File: config.mk
export PLATFORM = sky130hd
export DESIGN_NAME = wb_write_arbiter
export DESIGN_NICKNAME = d
export VERILOG_FILES = /design/src/rtl/wb_write_arbiter.sv
export SDC_FILE = /design/constraint.sdc
export NUM_CORES = 1
export LEC_CHECK = 0
export ABC_AREA = 1
export CAP_MARGIN = 10
export CELL_PAD_IN_SITES_DETAIL_PLACEMENT = 1
export CELL_PAD_IN_SITES_GLOBAL_PLACEMENT = 2
export CORE_AREA = 2 2 178 197
export DETAILED_ROUTE_END_ITERATION = 10
export DIE_AREA = 0 0 180 199
export PLACE_DENSITY_LB_ADDON = 0.1
export SETUP_SLACK_MARGIN = 0.1
export SLEW_MARGIN = 20
export SYNTH_ARGS = -nofsm -noshare
export SYNTH_HDL_FRONTEND = slang
export SYNTH_SLANG_ARGS = --single-unit
File: constraint.sdc
create_clock -name clk -period 1.8 [get_ports clk]
set_input_delay 0.18 -clock clk [delete_from_list [all_inputs] [get_ports clk]]
set_output_delay 0.18 -clock clk [all_outputs]
set_load 0.01 [all_outputs]
File: src/rtl/wb_write_arbiter.sv
// wb_write_arbiter
//   Merges the in-order pipeline writeback stream and the multicycle-unit
//   result stream onto the register bank's single registered write port.
//   The pipeline always wins and is never backpressured. Multicycle results
//   are buffered in a small FIFO and drain in cycles where the pipeline has
//   no effective write. A pending scoreboard tracks registers still awaiting
//   a multicycle result, for the hazard unit.
//
// Optional feature: define WB_ARB_STARVE_GUARD_EN to enable the starvation
//   guard. When the FIFO has been blocked by the pipeline for STARVE_LIMIT
//   consecutive cycles, stall_pipe is raised until one pop completes.
//   Without the macro, stall_pipe is tied to 0.
//
// Ports:
//   clk, reset                        clock, synchronous active-high reset
//   pipe_we/pipe_addr/pipe_data       pipeline writeback (priority source)
//   mc_valid/mc_ready/mc_addr/mc_data multicycle result handshake
//   issue_valid/issue_addr            multicycle op issued (sets pending bit)
//   rb_we/rb_addr_d/rb_data_d         registered register-bank write port
//   pending_mask                      registers awaiting a multicycle result
//   fifo_count                        FIFO occupancy, 0..FIFO_DEPTH
//   stall_pipe                        pipeline hold request for forced drain
module wb_write_arbiter #(
    parameter int FIFO_DEPTH   = 4,
    parameter int STARVE_LIMIT = 8,
    localparam int PTR_W = $clog2(FIFO_DEPTH),
    localparam int CNT_W = PTR_W + 1
) (
    input  logic             clk,
    input  logic             reset,
    input  logic             pipe_we,
    input  logic [3:0]       pipe_addr,
    input  logic [31:0]      pipe_data,
    input  logic             mc_valid,
    output logic             mc_ready,
    input  logic [3:0]       mc_addr,
    input  logic [31:0]      mc_data,
    input  logic             issue_valid,
    input  logic [3:0]       issue_addr,
    output logic             rb_we,
    output logic [3:0]       rb_addr_d,
    output logic [31:0]      rb_data_d,
    output logic [15:0]      pending_mask,
    output logic [CNT_W-1:0] fifo_count,
    output logic             stall_pipe
);

    logic [3:0]       fifo_addr_q [FIFO_DEPTH];
    logic [3:0]       fifo_addr_d [FIFO_DEPTH];
    logic [31:0]      fifo_data_q [FIFO_DEPTH];
    logic [31:0]      fifo_data_d [FIFO_DEPTH];
    logic [PTR_W-1:0] wr_ptr_q, wr_ptr_d, rd_ptr_q, rd_ptr_d;
    logic [CNT_W-1:0] count_q, count_d;
    logic             rb_we_q, rb_we_d;
    logic [3:0]       rb_addr_q, rb_addr_d_n;
    logic [31:0]      rb_data_q, rb_data_d_n;
    logic [15:0]      pending_q, pending_d;

    logic        pipe_eff, fifo_full, fifo_empty, push, pop;
    logic [3:0]  head_addr;
    logic [31:0] head_data;
    logic [15:0] set_vec, clr_vec;

    // Handshake and arbitration. mc_ready looks only at the registered count,
    // so a full FIFO refuses a push even when it pops in the same cycle.
    always_comb begin
        pipe_eff   = pipe_we && (pipe_addr != 4'd0);
        fifo_full  = (count_q == CNT_W'(FIFO_DEPTH));
        fifo_empty = (count_q == '0);
        push       = mc_valid && !fifo_full;
        pop        = !pipe_eff && !fifo_empty;
        head_addr  = fifo_addr_q[rd_ptr_q];
        head_data  = fifo_data_q[rd_ptr_q];
    end

    always_comb begin
        fifo_addr_d = fifo_addr_q;
        fifo_data_d = fifo_data_q;
        wr_ptr_d    = wr_ptr_q;
        rd_ptr_d    = rd_ptr_q;
        count_d     = count_q;
        if (push) begin
            fifo_addr_d[wr_ptr_q] = mc_addr;
            fifo_data_d[wr_ptr_q] = mc_data;
            wr_ptr_d              = wr_ptr_q + PTR_W'(1);
        end
        if (pop) rd_ptr_d = rd_ptr_q + PTR_W'(1);
        if (push && !pop)      count_d = count_q + CNT_W'(1);
        else if (pop && !push) count_d = count_q - CNT_W'(1);
    end

    // Output select. Idle cycles hold address/data so the bank port does
    // not toggle needlessly. An r0 entry from the FIFO is consumed silently.
    always_comb begin
        rb_we_d     = 1'b0;
        rb_addr_d_n = rb_addr_q;
        rb_data_d_n = rb_data_q;
        if (pipe_eff) begin
            rb_we_d     = 1'b1;
            rb_addr_d_n = pipe_addr;
            rb_data_d_n = pipe_data;
        end else if (pop) begin
            rb_we_d     = (head_addr != 4'd0);
            rb_addr_d_n = head_addr;
            rb_data_d_n = head_data;
        end
    end

    // Scoreboard: a new issue to the same register beats the retiring pop.
    always_comb begin
        set_vec = '0;
        clr_vec = '0;
        if (issue_valid) set_vec[issue_addr] = 1'b1;
        if (pop)         clr_vec[head_addr]  = 1'b1;
        pending_d    = (pending_q & ~clr_vec) | set_vec;
        pending_d[0] = 1'b0;
    end

`ifdef WB_ARB_STARVE_GUARD_EN
    localparam int SC_W = $clog2(STARVE_LIMIT + 1);
    logic [SC_W-1:0] starve_cnt_q, starve_cnt_d;
    logic            stall_q, stall_d;

    // Counter saturates at the limit; stall drops once a pop is done.
    always_comb begin
        starve_cnt_d = starve_cnt_q;
        if (pop || fifo_empty)
            starve_cnt_d = '0;
        else if (pipe_eff && (starve_cnt_q != SC_W'(STARVE_LIMIT)))
            starve_cnt_d = starve_cnt_q + SC_W'(1);
        stall_d = stall_q;
        if (stall_q) begin
            if (pop) stall_d = 1'b0;
        end else if (starve_cnt_d == SC_W'(STARVE_LIMIT)) begin
            stall_d = 1'b1;
        end
    end

    always_ff @(posedge clk) begin
        if (reset) begin
            starve_cnt_q <= '0;
            stall_q      <= 1'b0;
        end else begin
            starve_cnt_q <= starve_cnt_d;
            stall_q      <= stall_d;
        end
    end

    assign stall_pipe = stall_q;
`else
    logic unused_starve_limit;
    assign unused_starve_limit = (STARVE_LIMIT != 0);
    assign stall_pipe          = 1'b0;
`endif

    always_ff @(posedge clk) begin
        if (reset) begin
            for (int i = 0; i < FIFO_DEPTH; i++) begin
                fifo_addr_q[i] <= '0;
                fifo_data_q[i] <= '0;
            end
            wr_ptr_q  <= '0;
            rd_ptr_q  <= '0;
            count_q   <= '0;
            rb_we_q   <= 1'b0;
            rb_addr_q <= '0;
            rb_data_q <= '0;
            pending_q <= '0;
        end else begin
            fifo_addr_q <= fifo_addr_d;
            fifo_data_q <= fifo_data_d;
            wr_ptr_q    <= wr_ptr_d;
            rd_ptr_q    <= rd_ptr_d;
            count_q     <= count_d;
            rb_we_q     <= rb_we_d;
            rb_addr_q   <= rb_addr_d_n;
            rb_data_q   <= rb_data_d_n;
            pending_q   <= pending_d;
        end
    end

    assign mc_ready     = !fifo_full;
    assign rb_we        = rb_we_q;
    assign rb_addr_d    = rb_addr_q;
    assign rb_data_d    = rb_data_q;
    assign pending_mask = pending_q;
    assign fifo_count   = count_q;

endmodule

==> flow_summary.yaml <==
finish:
  drive_gt1_frac: 0.101
  layout.nets: 1460
  regArea_mm2: 0.00408
  mostFrequentLayoutCells: "238 x nand2_1, 198 x dfxtp_1, 197 x a21oi_1, 153 x nand3_1, 131 x clkdlybuf4s50_1"
  n_antenna_cell: 0
  stdcell_count: 1828
  synthToLayoutAreaGrowth_pct: 34.5
  layout_commonest_cell: "nand2_1"
  fill_cells: 4134
  multi_input_area_mm2: 0.00420
setup_path:
  cp-end-kind: "register"
  r2r_slack_ns: 0.08
  crit_chain: "nor3_4, inv_1, nand2_2, ha_4, inv_2, fa_2, nor2_1, nor2_1, nand2_1, o21ai_1, a21oi_1"
  crit_arrival_ns: 2.17
  worst-setup-path-type: "reg -> reg"
  critPathRequiredTime_ns: 2.25
  worst_path_largest_cell_delay_ns: 0.35
  start_kind: "register"
  path_common_cell: "nor2_1"
  slowest_stage: "dfxtp_4"
  worst-path-max-fanout: 2
grt:
  grt_pass1_vias: 8860
  grt-ovfl-total: 0
  antenna_found_initial: 0
  grt_max_degree: 109
  grt_pass1_wl_um: 52200
  track_usage: 0.184
logic_synthesis:
  syn_area_per_cell_um2: 7.19
  ys_warn_count: 0
  ys_seq_area_frac: 0.451
  syn_area_mm2: 0.00901
  ys_ff_latch: 203
  synth_cells: 1254
  synth_cell_types: 30
pwr:
  p_leak_nw: 4.48
  comb_power_share: 0.349
  power_mw: 16.0
  p_sw_frac: 0.352
  cellPowerDensity_mw_per_mm2: 1320
  internal_power_mw: 10.4
  clockPowerShare: 0.312
  ir_drop_mv: 0.633
  p_switching_mw: 5.64
  pwr-share-seq: 0.339
route:
  drtIter0Drc: 412
  drtPass1Iterations: 4
  num_vias: 8876
  avgViaCountPerCell: 4.86
  drt-total-wl_um: 34600
  post_drt_wl_per_cell_um: 18.9
  route.detailed.drc: 0
  ant_nets: 0
placement:
  place_ws_ns: -0.177
  io_buffers: 136
  dp.cells: 1776
  gp_congestion: 0.732
  hpwlAfterDp_um: 20000
clock_tree:
  h-tree-depth: 1
  cts_root_buf: "clkbuf_16"
  cts_tree: "built"
  tritoncts_num_sinks: 203
  cts_buffer_depth: 3
  clk_pin_slew_ns: 0.06
  cts-buffers-inserted: 25
  insertion_delay_ns: 0.53
timing:
  fin_crit_ns: 1.72
  finalHoldViolCount: 0
  report.final.slew_viol_count: 0
  setup_violations: 0
  slew_headroom: 0.616
  fin_tns_setup_ns: 0
  rsz0062_at_grt: "true"
  fin_ws_ns: 0.0792
  worst_pin_slew_ns: 0.575
  finalCritPeriodShare: 0.956
  fmax_mhz: 581
  fin_skew_ns: 0.0153
die:
  initial_utilization: 0.266
  io_pins: 139
  dieArea_mm2: 0.0358
  die_y_um: 199
  rows: 71
  die_w_um: 180
  core_mm2: 0.0338
hold_path:
  hold_class: "in -> reg"
outcome:
  status: "completed"
flow_run:
  drv_cap: 0
-- synth_stat cells --
cell / n / area (µm²)
clkbuf_1: 41 / 154
ha_1: 5 / 62.6
inv_1: 82 / 308
nor3_1: 2 / 10.0
nand2_2: 5 / 31.3
inv_2: 9 / 33.8
or2_2: 4 / 25.0
nand3_2: 1 / 10.0
buf_6: 5 / 56.3
nand3_1: 153 / 766
nor3_2: 1 / 10.0
nand2_4: 1 / 11.3
o211ai_1: 7 / 52.6
buf_4: 16 / 120
o21ai_0: 119 / 596
fa_1: 1 / 20.0
nor2_2: 6 / 37.5
a31oi_1: 20 / 125
o2111ai_1: 1 / 8.76
nor2_1: 35 / 131
o21ai_1: 46 / 230
a21oi_1: 199 / 996
clkinv_1: 1 / 3.75
nand2_1: 244 / 916
dfxtp_1: 203 / 4060
or2_0: 5 / 31.3
and3_1: 1 / 6.26
buf_1: 4 / 15.0
buf_2: 36 / 180
conb_1: 1 / 3.75
-- flip-flops by register name (all words and copies together), names as in the netlist --
register and count:
fifo_data_q 128, rb_data_d 32, fifo_addr_q 16, pending_mask 15, rb_addr_d 4, fifo_count 3, rd_ptr_q 2, wr_ptr_q 2
rb_we 1
-- logic make-up after synthesis --
group,synth area share
AO/OA/AOI/OAI,0.223
adder cells (fa/ha/maj),0.00916
buffers and inverters,0.0966
flip-flops,0.451
other,0.000416
AND/OR/NAND/NOR,0.220
-- metal layers --
layer | track usage | share of wire | vias to the layer above | wire length [µm]
met5 | 0 | 0 | - | 0
met4 | 0.0355 | 0.013 | 0 | 442
met3 | 0.0218 | 0.029 | 30 | 1020
met2 | 0.322 | 0.49 | 129 | 16900
met1 | 0.244 | 0.47 | 4280 | 16200
li1 | - | - | 4437 | -
-- per-stage QoR --
step | utilization | cell area, µm² | hold slack [ns]
after floorplan | - | 9070 | 0.342
after global placement | 0.326 | 11000 | 0.434
after detailed placement | 0.326 | 11000 | 0.440
after CTS | 0.351 | 11900 | 0.227
after global routing | 0.358 | 12100 | 0.244
final | 0.358 | 12100 | 0.209
-- worst max-delay path, delay by kind of cell (launching register included) --
kind            cells  cell delay [ns]
flops               1             0.35
buf+inv             2             0.11
fa+ha+maj           2             0.46
simple gates        5             0.53
compound gates      2             0.18
-- cell type report --
class                      instances  share of cell area
timing repair buffer             193               0.176
clock buffer                      38              0.0615
sequential                       203               0.337
clock inverter                     6             0.00454
tap                              438              0.0452
multi-input combinational        858               0.346
inverter                          92              0.0299
-- power by group through the flow --
stage,Clock [mW],Combinational [mW],Sequential [mW]
after global routing,5.35,6.24,5.50
after global placement,0,5.24,5.49
final,5.01,5.60,5.43
after detailed placement,0,5.27,5.50
after CTS,5.16,5.35,5.41
after floorplan,0,2.82,5.57
-- repair_timing --
| action | in CTS | in global routing |
|---|---|---|
| hold buffers | 0 | 0 |
| gates cloned | 1 | 6 |
| setup buffers | 1 | 1 |
| resized for setup | 10 | 30 |
| pin swaps | 0 | 7 |
| endpoints found under the setup margin | 56 | 112 |
-- path summary, 6_finish.rpt --
check,from,end,depth (start not counted)
max,fifo_count[0]$_SDFFE_PP0P_,fifo_count[2]$_SDFFE_PP0P_,11
min,reset,fifo_count[0]$_SDFFE_PP0P_,5
max reg2reg,fifo_count[0]$_SDFFE_PP0P_,fifo_count[2]$_SDFFE_PP0P_,11
min reg2reg,fifo_data_q[17]$_SDFFE_PP0P_,fifo_data_q[17]$_SDFFE_PP0P_,2
Note: power is estimated with default switching activity, not from simulation.
